**config.mk**
```make
export PLATFORM = sky130hd
export DESIGN_NAME = spi_mem_slave
export DESIGN_NICKNAME = d
export VERILOG_FILES = /design/src/rtl/spi_mem_pkg.sv /design/src/rtl/spi_pin_sync.sv /design/src/rtl/spi_mem_slave.sv
export SDC_FILE = /design/constraint.sdc
export NUM_CORES = 1
export LEC_CHECK = 0
export ABC_AREA = 1
export CAP_MARGIN = 0
export CORE_MARGIN = 2
export CORE_UTILIZATION = 45
export CTS_BUF_LIST = sky130_fd_sc_hd__clkbuf_4 sky130_fd_sc_hd__clkbuf_8
export DETAILED_ROUTE_END_ITERATION = 6
export PLACE_DENSITY = 0.67
export SYNTH_ARGS = -nofsm -noshare
export SYNTH_HDL_FRONTEND = slang
export SYNTH_SLANG_ARGS = --single-unit
```
**constraint.sdc**
```tcl
create_clock -name clk -period 2.35 [get_ports clk]
set_clock_uncertainty 0.2 [all_clocks]
set_input_delay 0.47 -clock clk [delete_from_list [all_inputs] [get_ports clk]]
set_output_delay 0.47 -clock clk [all_outputs]
set_load 0.02 [all_outputs]
```
**src/rtl/spi_mem_pkg.sv**
```systemverilog
// Shared SPI memory-protocol definitions: opcodes and responder state encoding.
// Latency: n/a (constants and types only).
// Backpressure: n/a.
package spi_mem_pkg;

    localparam logic [7:0] OP_READ      = 8'h03;
    localparam logic [7:0] OP_WRITE     = 8'h02;
    localparam logic [7:0] OP_FAST_READ = 8'h0B;

    typedef enum logic [2:0] {
        ST_IDLE   = 3'd0,
        ST_CMD    = 3'd1,
        ST_ADDR   = 3'd2,
        ST_READ   = 3'd3,
        ST_WRITE  = 3'd4,
        ST_IGNORE = 3'd5,
        ST_DUMMY  = 3'd6
    } state_t;

endpackage

```
**src/rtl/spi_pin_sync.sv**
```systemverilog
// Synchronizes spi_clk, spi_cs_n and MOSI into clk and produces edge pulses.
// Latency: SYNC_STAGES clk cycles from pin to synced level / edge pulse.
// Backpressure: none; edge pulses are single-cycle and never stall.
module spi_pin_sync #(
    parameter int SYNC_STAGES = 2
) (
    input  logic clk,
    input  logic rst_n,
    input  logic spi_clk,
    input  logic spi_cs_n,
    input  logic spi_mosi,
    output logic sclk_rise,
    output logic sclk_fall,
    output logic cs_rise,
    output logic cs_fall,
    output logic mosi_s
);

    logic [SYNC_STAGES-1:0] sclk_sync_q, sclk_sync_d;
    logic [SYNC_STAGES-1:0] cs_sync_q, cs_sync_d;
    logic [SYNC_STAGES-1:0] mosi_sync_q, mosi_sync_d;
    logic                   sclk_prev_q, sclk_prev_d;
    logic                   cs_prev_q, cs_prev_d;

    // Shift each pin through its chain; MOSI uses the same depth so it stays aligned with SCLK.
    always_comb begin
        sclk_sync_d = {sclk_sync_q[SYNC_STAGES-2:0], spi_clk};
        cs_sync_d   = {cs_sync_q[SYNC_STAGES-2:0], spi_cs_n};
        mosi_sync_d = {mosi_sync_q[SYNC_STAGES-2:0], spi_mosi};
        sclk_prev_d = sclk_sync_q[SYNC_STAGES-1];
        cs_prev_d   = cs_sync_q[SYNC_STAGES-1];
    end

    // Idle levels at reset: SCLK low (mode 0), CS deasserted, so no false edges after reset.
    always_ff @(posedge clk or negedge rst_n) begin
        if (!rst_n) begin
            sclk_sync_q <= '0;
            cs_sync_q   <= '1;
            mosi_sync_q <= '0;
            sclk_prev_q <= 1'b0;
            cs_prev_q   <= 1'b1;
        end else begin
            sclk_sync_q <= sclk_sync_d;
            cs_sync_q   <= cs_sync_d;
            mosi_sync_q <= mosi_sync_d;
            sclk_prev_q <= sclk_prev_d;
            cs_prev_q   <= cs_prev_d;
        end
    end

    assign sclk_rise = sclk_sync_q[SYNC_STAGES-1] & ~sclk_prev_q;
    assign sclk_fall = ~sclk_sync_q[SYNC_STAGES-1] & sclk_prev_q;
    assign cs_rise   = cs_sync_q[SYNC_STAGES-1] & ~cs_prev_q;
    assign cs_fall   = ~cs_sync_q[SYNC_STAGES-1] & cs_prev_q;
    assign mosi_s    = mosi_sync_q[SYNC_STAGES-1];

endmodule

```
**src/rtl/spi_mem_slave.sv**
```systemverilog
// SPI mode-0 READ/WRITE responder bridging to a req/ack byte memory; SPI_MEM_SLAVE_FAST_READ_EN adds 0x0B.
// Latency: mem_req one clk after the synced SCLK edge that completes address/byte; MISO one clk after synced fall.
// Backpressure: none on SPI; slow mem_ack yields 0x00 read bytes or dropped write bytes plus sticky err_flag.
module spi_mem_slave
    import spi_mem_pkg::*;
#(
    parameter int SYNC_STAGES = 2,
    parameter int ACK_TIMEOUT = 4
) (
    input  logic        clk,
    input  logic        rst_n,
    input  logic        spi_clk,
    input  logic        spi_cs_n,
    input  logic [3:0]  spi_io_in,
    output logic [3:0]  spi_io_out,
    output logic [3:0]  spi_io_oe,
    output logic        mem_req,
    output logic        mem_we,
    output logic [23:0] mem_addr,
    output logic [7:0]  mem_wdata,
    input  logic [7:0]  mem_rdata,
    input  logic        mem_ack,
    output logic        busy,
    output logic        err_flag,
    input  logic        err_clr
);

    localparam int TW = (ACK_TIMEOUT > 1) ? $clog2(ACK_TIMEOUT) : 1;

    logic sclk_rise, sclk_fall, cs_rise, cs_fall, mosi_s;
    logic unused_io;

    state_t        state_q, state_d;
    logic [4:0]    cnt_q, cnt_d;
    logic [22:0]   sh_in_q, sh_in_d;
    logic [23:0]   addr_q, addr_d;
    logic          rd_q, rd_d;
    logic [7:0]    tx_q, tx_d;
    logic          miso_q, miso_d;
    logic          oe_q, oe_d;
    logic [7:0]    rbuf_q, rbuf_d;
    logic          rbuf_vld_q, rbuf_vld_d;
    logic          pend_q, pend_d;
    logic [TW-1:0] tmr_q, tmr_d;
    logic          req_q, req_d;
    logic          we_q, we_d;
    logic [23:0]   maddr_q, maddr_d;
    logic [7:0]    wdata_q, wdata_d;
    logic          err_q, err_d;
    logic          err_set;
    logic [7:0]    ld_byte;
    logic [7:0]    byte_in;
    logic [23:0]   addr_in;
`ifdef SPI_MEM_SLAVE_FAST_READ_EN
    logic          fast_q, fast_d;
`endif

    assign unused_io = ^spi_io_in[3:1];

    spi_pin_sync #(.SYNC_STAGES(SYNC_STAGES)) u_sync (
        .clk       (clk),
        .rst_n     (rst_n),
        .spi_clk   (spi_clk),
        .spi_cs_n  (spi_cs_n),
        .spi_mosi  (spi_io_in[0]),
        .sclk_rise (sclk_rise),
        .sclk_fall (sclk_fall),
        .cs_rise   (cs_rise),
        .cs_fall   (cs_fall),
        .mosi_s    (mosi_s)
    );

    // Value of the shift register including the bit arriving on this rising edge.
    assign byte_in = {sh_in_q[6:0], mosi_s};
    assign addr_in = {sh_in_q[22:0], mosi_s};

    // Next-state, memory handshake and MISO shifting; CS rise overrides everything at the end.
    always_comb begin
        state_d    = state_q;
        cnt_d      = cnt_q;
        sh_in_d    = sh_in_q;
        addr_d     = addr_q;
        rd_d       = rd_q;
        tx_d       = tx_q;
        miso_d     = miso_q;
        oe_d       = oe_q;
        rbuf_d     = rbuf_q;
        rbuf_vld_d = rbuf_vld_q;
        pend_d     = pend_q;
        tmr_d      = tmr_q;
        req_d      = 1'b0;
        we_d       = we_q;
        maddr_d    = maddr_q;
        wdata_d    = wdata_q;
        err_set    = 1'b0;
        ld_byte    = 8'h00;
`ifdef SPI_MEM_SLAVE_FAST_READ_EN
        fast_d     = fast_q;
`endif

        // Outstanding request: accept ack, or give up after ACK_TIMEOUT cycles.
        // A timed-out read leaves 0x00 in the buffer so the next byte is well defined.
        if (pend_q) begin
            if (mem_ack) begin
                pend_d = 1'b0;
                if (state_q == ST_READ || state_q == ST_DUMMY) begin
                    rbuf_d     = mem_rdata;
                    rbuf_vld_d = 1'b1;
                end
                if (state_q == ST_READ) oe_d = 1'b1;
            end else if (tmr_q == TW'(ACK_TIMEOUT - 1)) begin
                pend_d  = 1'b0;
                err_set = 1'b1;
                if (state_q == ST_READ || state_q == ST_DUMMY) begin
                    rbuf_d     = 8'h00;
                    rbuf_vld_d = 1'b1;
                end
            end else begin
                tmr_d = tmr_q + TW'(1);
            end
        end

        case (state_q)
            ST_IDLE: begin
                if (cs_fall) begin
                    state_d = ST_CMD;
                    cnt_d   = 5'd0;
                end
            end
            ST_CMD: begin
                if (sclk_rise) begin
                    sh_in_d = {sh_in_q[21:0], mosi_s};
                    cnt_d   = cnt_q + 5'd1;
                    if (cnt_q == 5'd7) begin
                        cnt_d   = 5'd0;
                        state_d = ST_ADDR;
                        case (byte_in)
                            OP_READ:  rd_d = 1'b1;
                            OP_WRITE: rd_d = 1'b0;
`ifdef SPI_MEM_SLAVE_FAST_READ_EN
                            OP_FAST_READ: begin
                                rd_d   = 1'b1;
                                fast_d = 1'b1;
                            end
`endif
                            default: begin
                                state_d = ST_IGNORE;
                                err_set = 1'b1;
                            end
                        endcase
`ifdef SPI_MEM_SLAVE_FAST_READ_EN
                        if (byte_in != OP_FAST_READ) fast_d = 1'b0;
`endif
                    end
                end
            end
            ST_ADDR: begin
                if (sclk_rise) begin
                    sh_in_d = {sh_in_q[21:0], mosi_s};
                    cnt_d   = cnt_q + 5'd1;
                    if (cnt_q == 5'd23) begin
                        cnt_d  = 5'd0;
                        addr_d = addr_in;
                        if (!rd_q) begin
                            state_d = ST_WRITE;
                        end else
`ifdef SPI_MEM_SLAVE_FAST_READ_EN
                        if (fast_q) begin
                            state_d = ST_DUMMY;
                        end else
`endif
                        begin
                            state_d = ST_READ;
                            req_d   = 1'b1;
                            we_d    = 1'b0;
                            maddr_d = addr_in;
                            pend_d  = 1'b1;
                            tmr_d   = '0;
                        end
                    end
                end
            end
`ifdef SPI_MEM_SLAVE_FAST_READ_EN
            ST_DUMMY: begin
                if (sclk_rise) begin
                    cnt_d = cnt_q + 5'd1;
                    if (cnt_q == 5'd0) begin
                        req_d   = 1'b1;
                        we_d    = 1'b0;
                        maddr_d = addr_q;
                        pend_d  = 1'b1;
                        tmr_d   = '0;
                    end
                    if (cnt_q == 5'd7) begin
                        cnt_d   = 5'd0;
                        state_d = ST_READ;
                    end
                end
            end
`endif
            ST_READ: begin
                if (sclk_fall) begin
                    oe_d  = 1'b1;
                    cnt_d = (cnt_q[2:0] == 3'd7) ? 5'd0 : cnt_q + 5'd1;
                    if (cnt_q[2:0] == 3'd0) begin
                        // Byte boundary: take the fetched byte (or 0x00 if it is late), then prefetch.
                        if (rbuf_vld_q || (pend_q && mem_ack)) begin
                            ld_byte = (pend_q && mem_ack) ? mem_rdata : rbuf_q;
                        end else begin
                            ld_byte = 8'h00;
                            err_set = 1'b1;
                        end
                        rbuf_vld_d = 1'b0;
                        miso_d     = ld_byte[7];
                        tx_d       = {ld_byte[6:0], 1'b0};
                        addr_d     = addr_q + 24'd1;
                        req_d      = 1'b1;
                        we_d       = 1'b0;
                        maddr_d    = addr_q + 24'd1;
                        pend_d     = 1'b1;
                        tmr_d      = '0;
                    end else begin
                        miso_d = tx_q[7];
                        tx_d   = {tx_q[6:0], 1'b0};
                    end
                end
            end
            ST_WRITE: begin
                if (sclk_rise) begin
                    sh_in_d = {sh_in_q[21:0], mosi_s};
                    cnt_d   = cnt_q + 5'd1;
                    if (cnt_q == 5'd7) begin
                        cnt_d = 5'd0;
                        if (pend_q && !mem_ack) begin
                            err_set = 1'b1;
                        end else begin
                            req_d   = 1'b1;
                            we_d    = 1'b1;
                            maddr_d = addr_q;
                            wdata_d = byte_in;
                            addr_d  = addr_q + 24'd1;
                            pend_d  = 1'b1;
                            tmr_d   = '0;
                        end
                    end
                end
            end
            ST_IGNORE: begin
            end
            default: state_d = ST_IDLE;
        endcase

        // CS deassertion aborts immediately; late acks then find nothing outstanding.
        if (cs_rise) begin
            state_d    = ST_IDLE;
            cnt_d      = 5'd0;
            oe_d       = 1'b0;
            miso_d     = 1'b0;
            pend_d     = 1'b0;
            rbuf_vld_d = 1'b0;
            req_d      = 1'b0;
        end

        err_d = err_clr ? 1'b0 : (err_q | err_set);
    end

    // State and datapath registers.
    always_ff @(posedge clk or negedge rst_n) begin
        if (!rst_n) begin
            state_q    <= ST_IDLE;
            cnt_q      <= 5'd0;
            sh_in_q    <= '0;
            addr_q     <= '0;
            rd_q       <= 1'b0;
            tx_q       <= '0;
            miso_q     <= 1'b0;
            oe_q       <= 1'b0;
            rbuf_q     <= '0;
            rbuf_vld_q <= 1'b0;
            pend_q     <= 1'b0;
            tmr_q      <= '0;
            req_q      <= 1'b0;
            we_q       <= 1'b0;
            maddr_q    <= '0;
            wdata_q    <= '0;
            err_q      <= 1'b0;
        end else begin
            state_q    <= state_d;
            cnt_q      <= cnt_d;
            sh_in_q    <= sh_in_d;
            addr_q     <= addr_d;
            rd_q       <= rd_d;
            tx_q       <= tx_d;
            miso_q     <= miso_d;
            oe_q       <= oe_d;
            rbuf_q     <= rbuf_d;
            rbuf_vld_q <= rbuf_vld_d;
            pend_q     <= pend_d;
            tmr_q      <= tmr_d;
            req_q      <= req_d;
            we_q       <= we_d;
            maddr_q    <= maddr_d;
            wdata_q    <= wdata_d;
            err_q      <= err_d;
        end
    end

`ifdef SPI_MEM_SLAVE_FAST_READ_EN
    // Fast-read flag for the current transaction.
    always_ff @(posedge clk or negedge rst_n) begin
        if (!rst_n) fast_q <= 1'b0;
        else        fast_q <= fast_d;
    end
`endif

    assign mem_req    = req_q;
    assign mem_we     = we_q;
    assign mem_addr   = maddr_q;
    assign mem_wdata  = wdata_q;
    assign busy       = (state_q != ST_IDLE);
    assign err_flag   = err_q;
    assign spi_io_out = {2'b00, miso_q, 1'b0};
    assign spi_io_oe  = {2'b00, oe_q, 1'b0};

endmodule
```
==> results.md <==
- CP max stage delay: ~450 ps
- First-pass GRT wire length: between 20000 and 30000 um
- Initial antenna violation count: 0
- Via Count: about 6000
- Final global-route overflow total: 0
- Asr flop ratio synth: 100%
- Startpoint Class: flop
- Status: finished clean
- Register bit total from synthesis: 120
- DRT Wirelength: roughly 16000 um
- Total power: a little under 9000 uW
- Post-synth top area cell: dfrtp_1
- Vias in the first global route: ~5500
- Ys flop type: dfrtp_1
- Post-synthesis cell area: ~6600 um^2
- Remaining antenna violation count: 0
- Final #Nets: 988
- Leakage: roughly 0.0038 uW
- WP buf/inv: 3
- Hold WS: roughly 150 ps
- Peak VDD IR: roughly 0.00049 V
- Warnings from Yosys: 0
- Die area: between 15000 and 20000 um^2
- # diodes: 0
- Clk_lat worst skew: approximately 440 ps
- H-tree depth reported by CTS: 4
- Initial Util: around 46%
- Critical path's top delay family: flip-flops
- # DRC: 0
- Post-synth EDFFs: 0
- CP Cell Sequence: inv_2 -> nand2_1 -> nor2_2 -> inv_1 -> dlygate4sd2_1
- Worst Path Required: 1680 ps
- Fmax: approximately 450 MHz
- Seq/Total Area, Yosys: ~45%
- Worst Setup End Kind: output port
- Largest net degree at the start of global routing: 54
- Clock Pin Slew Worst Setup and Hold Paths: approximately 60 ps
- Synth cell types: between 40 and 50
- Vias per std cell: a little over 5
- All-Layer GR Usage: approximately 22%
- Clock sink count: 120
- Crit Path Max Fanout: 6
- Final non-filler cell total: between 1000 and 1500
- Crit path DAT: 1540 ps
- Top-area cell type share of the netlist area: around 44%
- Slew Limit Fails: 0
- Die Y: ~130 um
- Port Buffer Count: 52
- Routability congestion estimate: around 0.94
- Clk buf depth: 2
- Syn Area/Cell: between 7 and 8 um^2
- WL per Instance: roughly 14 um
- Fin crit share: a little over nine tenths
- Hold Crit Class: reg2reg
- Post-synthesis cell count: between 800 and 900
- CTS Buf Count: 17
- Final number of hold-violating endpoints: 0
- DRT iter0 DRCs: approximately 430
- Slowest CP cell: dfrtp_2
- Synth area leaders: dfrtp_1 44%, nand2_1 17%, o21ai_0 6.0%
- Dpl cells: between 1000 and 1500
- Setup violators final: 0
- Share of post-route cells with drive strength above 1: 12.2%
- Core ar.: about 14000 um^2
- Max-cap violations: 0
- CTS tree: yes
- Pwr Density: about 1100 nW/um^2
- Chip width: 125 um
- Critical path start-end classification: reg2out
- Crit path time final: 2210 ps
- Post-DP HPWL: around 12000 um
- Number of core rows: 44
- Boundary pin count: just over 60
- Layout area overhead: 19.9%
- Fillers: between 1000 and 1500
- CTS root buf: clkbuf_8
- DRT Pass-1 Iters: 5
kinds of logic after synthesis:
group                    Yosys count  share of synthesized area (%)
multiplexers                      12                           2.04
flip-flops                       120                           45.5
buffers and inverters            115                           8.21
XOR/XNOR                           5                          0.662
AND/OR/NAND/NOR                  491                           30.7
adder cells (fa/ha/maj)            5                          0.946
other                              1                         0.0567
AO/OA/AOI/OAI                    140                           11.9
worst paths after layout:
check	startpoint	end	slack [ps]	cells after the start
worst max-delay path	state_q[0]	busy	140	5
worst min-delay path	u_sync.sclk_sync_q[0]	u_sync.sclk_sync_q[1]	150	0
worst max register to register	state_q[0]	sh_in_q[13]	250	7
worst min register to register	u_sync.sclk_sync_q[0]	u_sync.sclk_sync_q[1]	150	0
max in group asynchronous	rst_n	mem_addr[20]	1150	3
min in group asynchronous	rst_n	cnt_q[4]	240	2
Yosys cell counts (2+ instances only):
cell       number
o311ai_0        2
o21bai_1        3
nand2_4         2
a31oi_1         2
nor2_2          8
o21ai_0        79
o21ai_1         8
dfrtp_1       117
nand2_1       293
a22oi_1         2
buf_6           6
a21oi_1        24
mux2_2         10
o2111ai_1       2
o21ai_2         8
nand2_2         7
buf_2          15
ha_1            5
inv_1          69
nand3_1        73
dfstp_2         3
and2_1          2
inv_2           6
mux2_1          2
nor2_1         92
a211oi_1        2
o22ai_1         2
xor2_1          5
nand4_1        10
buf_4          11
clkbuf_1        5
o211ai_1        4
metrics by stage:
step | setup TNS, ps | instance area (um^2) | util, % | setup slack, ps
floorplan | 0 | 6630 | - | 431
global placement | 0 | 7470 | 51.8 | 33.1
detailed placement | -22.3 | 7470 | 51.8 | -14.0
CTS | 0 | 7910 | 54.8 | 15.5
global route | -2.09 | 7930 | 55.0 | -2.09
finish | 0 | 7930 | 55.0 | 136
sequential cells by signal (all words and copies together) (netlist names), 2 cells and up:
register,count
addr_q,24
mem_addr,24
sh_in_q,23
mem_wdata,8
rbuf_q,8
tx_q,7
cnt_q,5
state_q,3
tmr_q,2
u_sync.cs_sync_q,2
u_sync.mosi_sync_q,2
u_sync.sclk_sync_q,2
metal layers:
layer,vias up,routed length (um),part of all wire (%),track usage [%]
met5,-,0,0,0
met4,0,233,1.4,6.86
met3,16,906,5.5,5.43
met2,134,7060,43,32.1
li1,3014,-,-,-
met1,2830,8140,50,32.6
cell usage in the layout, fill, tap and decap left out, drive strengths merged, types with 4 or more instances in the layout:
| cell type | instances |
|---|---|
| nand2 | 302 |
| clkinv | 6 |
| mux2 | 12 |
| a21oi | 24 |
| clkdlybuf4s50 | 50 |
| o211ai | 4 |
| inv | 75 |
| bufinv | 4 |
| nand3 | 74 |
| clkbuf | 22 |
| o21ai | 95 |
| ha | 5 |
| nand4 | 10 |
| xor2 | 5 |
| conb | 6 |
| dfrtp | 117 |
| nor2 | 100 |
| buf | 38 |
power breakdown:
part           switching, uW  internal [uW]  total (uW)
logic                   2300           1390        3690
registers                471           2610        3080
clock network            818           1230        2050
layout make-up:
cell class                 instances  area [um^2]  area share, %
clock buffer                      22          284           3.58
inverter                          77          294           3.71
multi-input combinational        659         3090           38.9
sequential                       120         3010           37.9
clock inverter                     9          148           1.86
tap                              184          230           2.90
timing repair buffer              90          880           11.1
what timing repair did:
action / 4_1_cts / 5_1_grt
gates resized for setup: 1 / 3
setup endpoints to repair: 1 / 1
endpoints found under the hold margin: 17 / 0
setup buffers: 0 / 2
hold buffers: 1 / 0
gates cloned: 0 / 0
pin swaps: 0 / 0
Power figures use the tool's default switching activity.
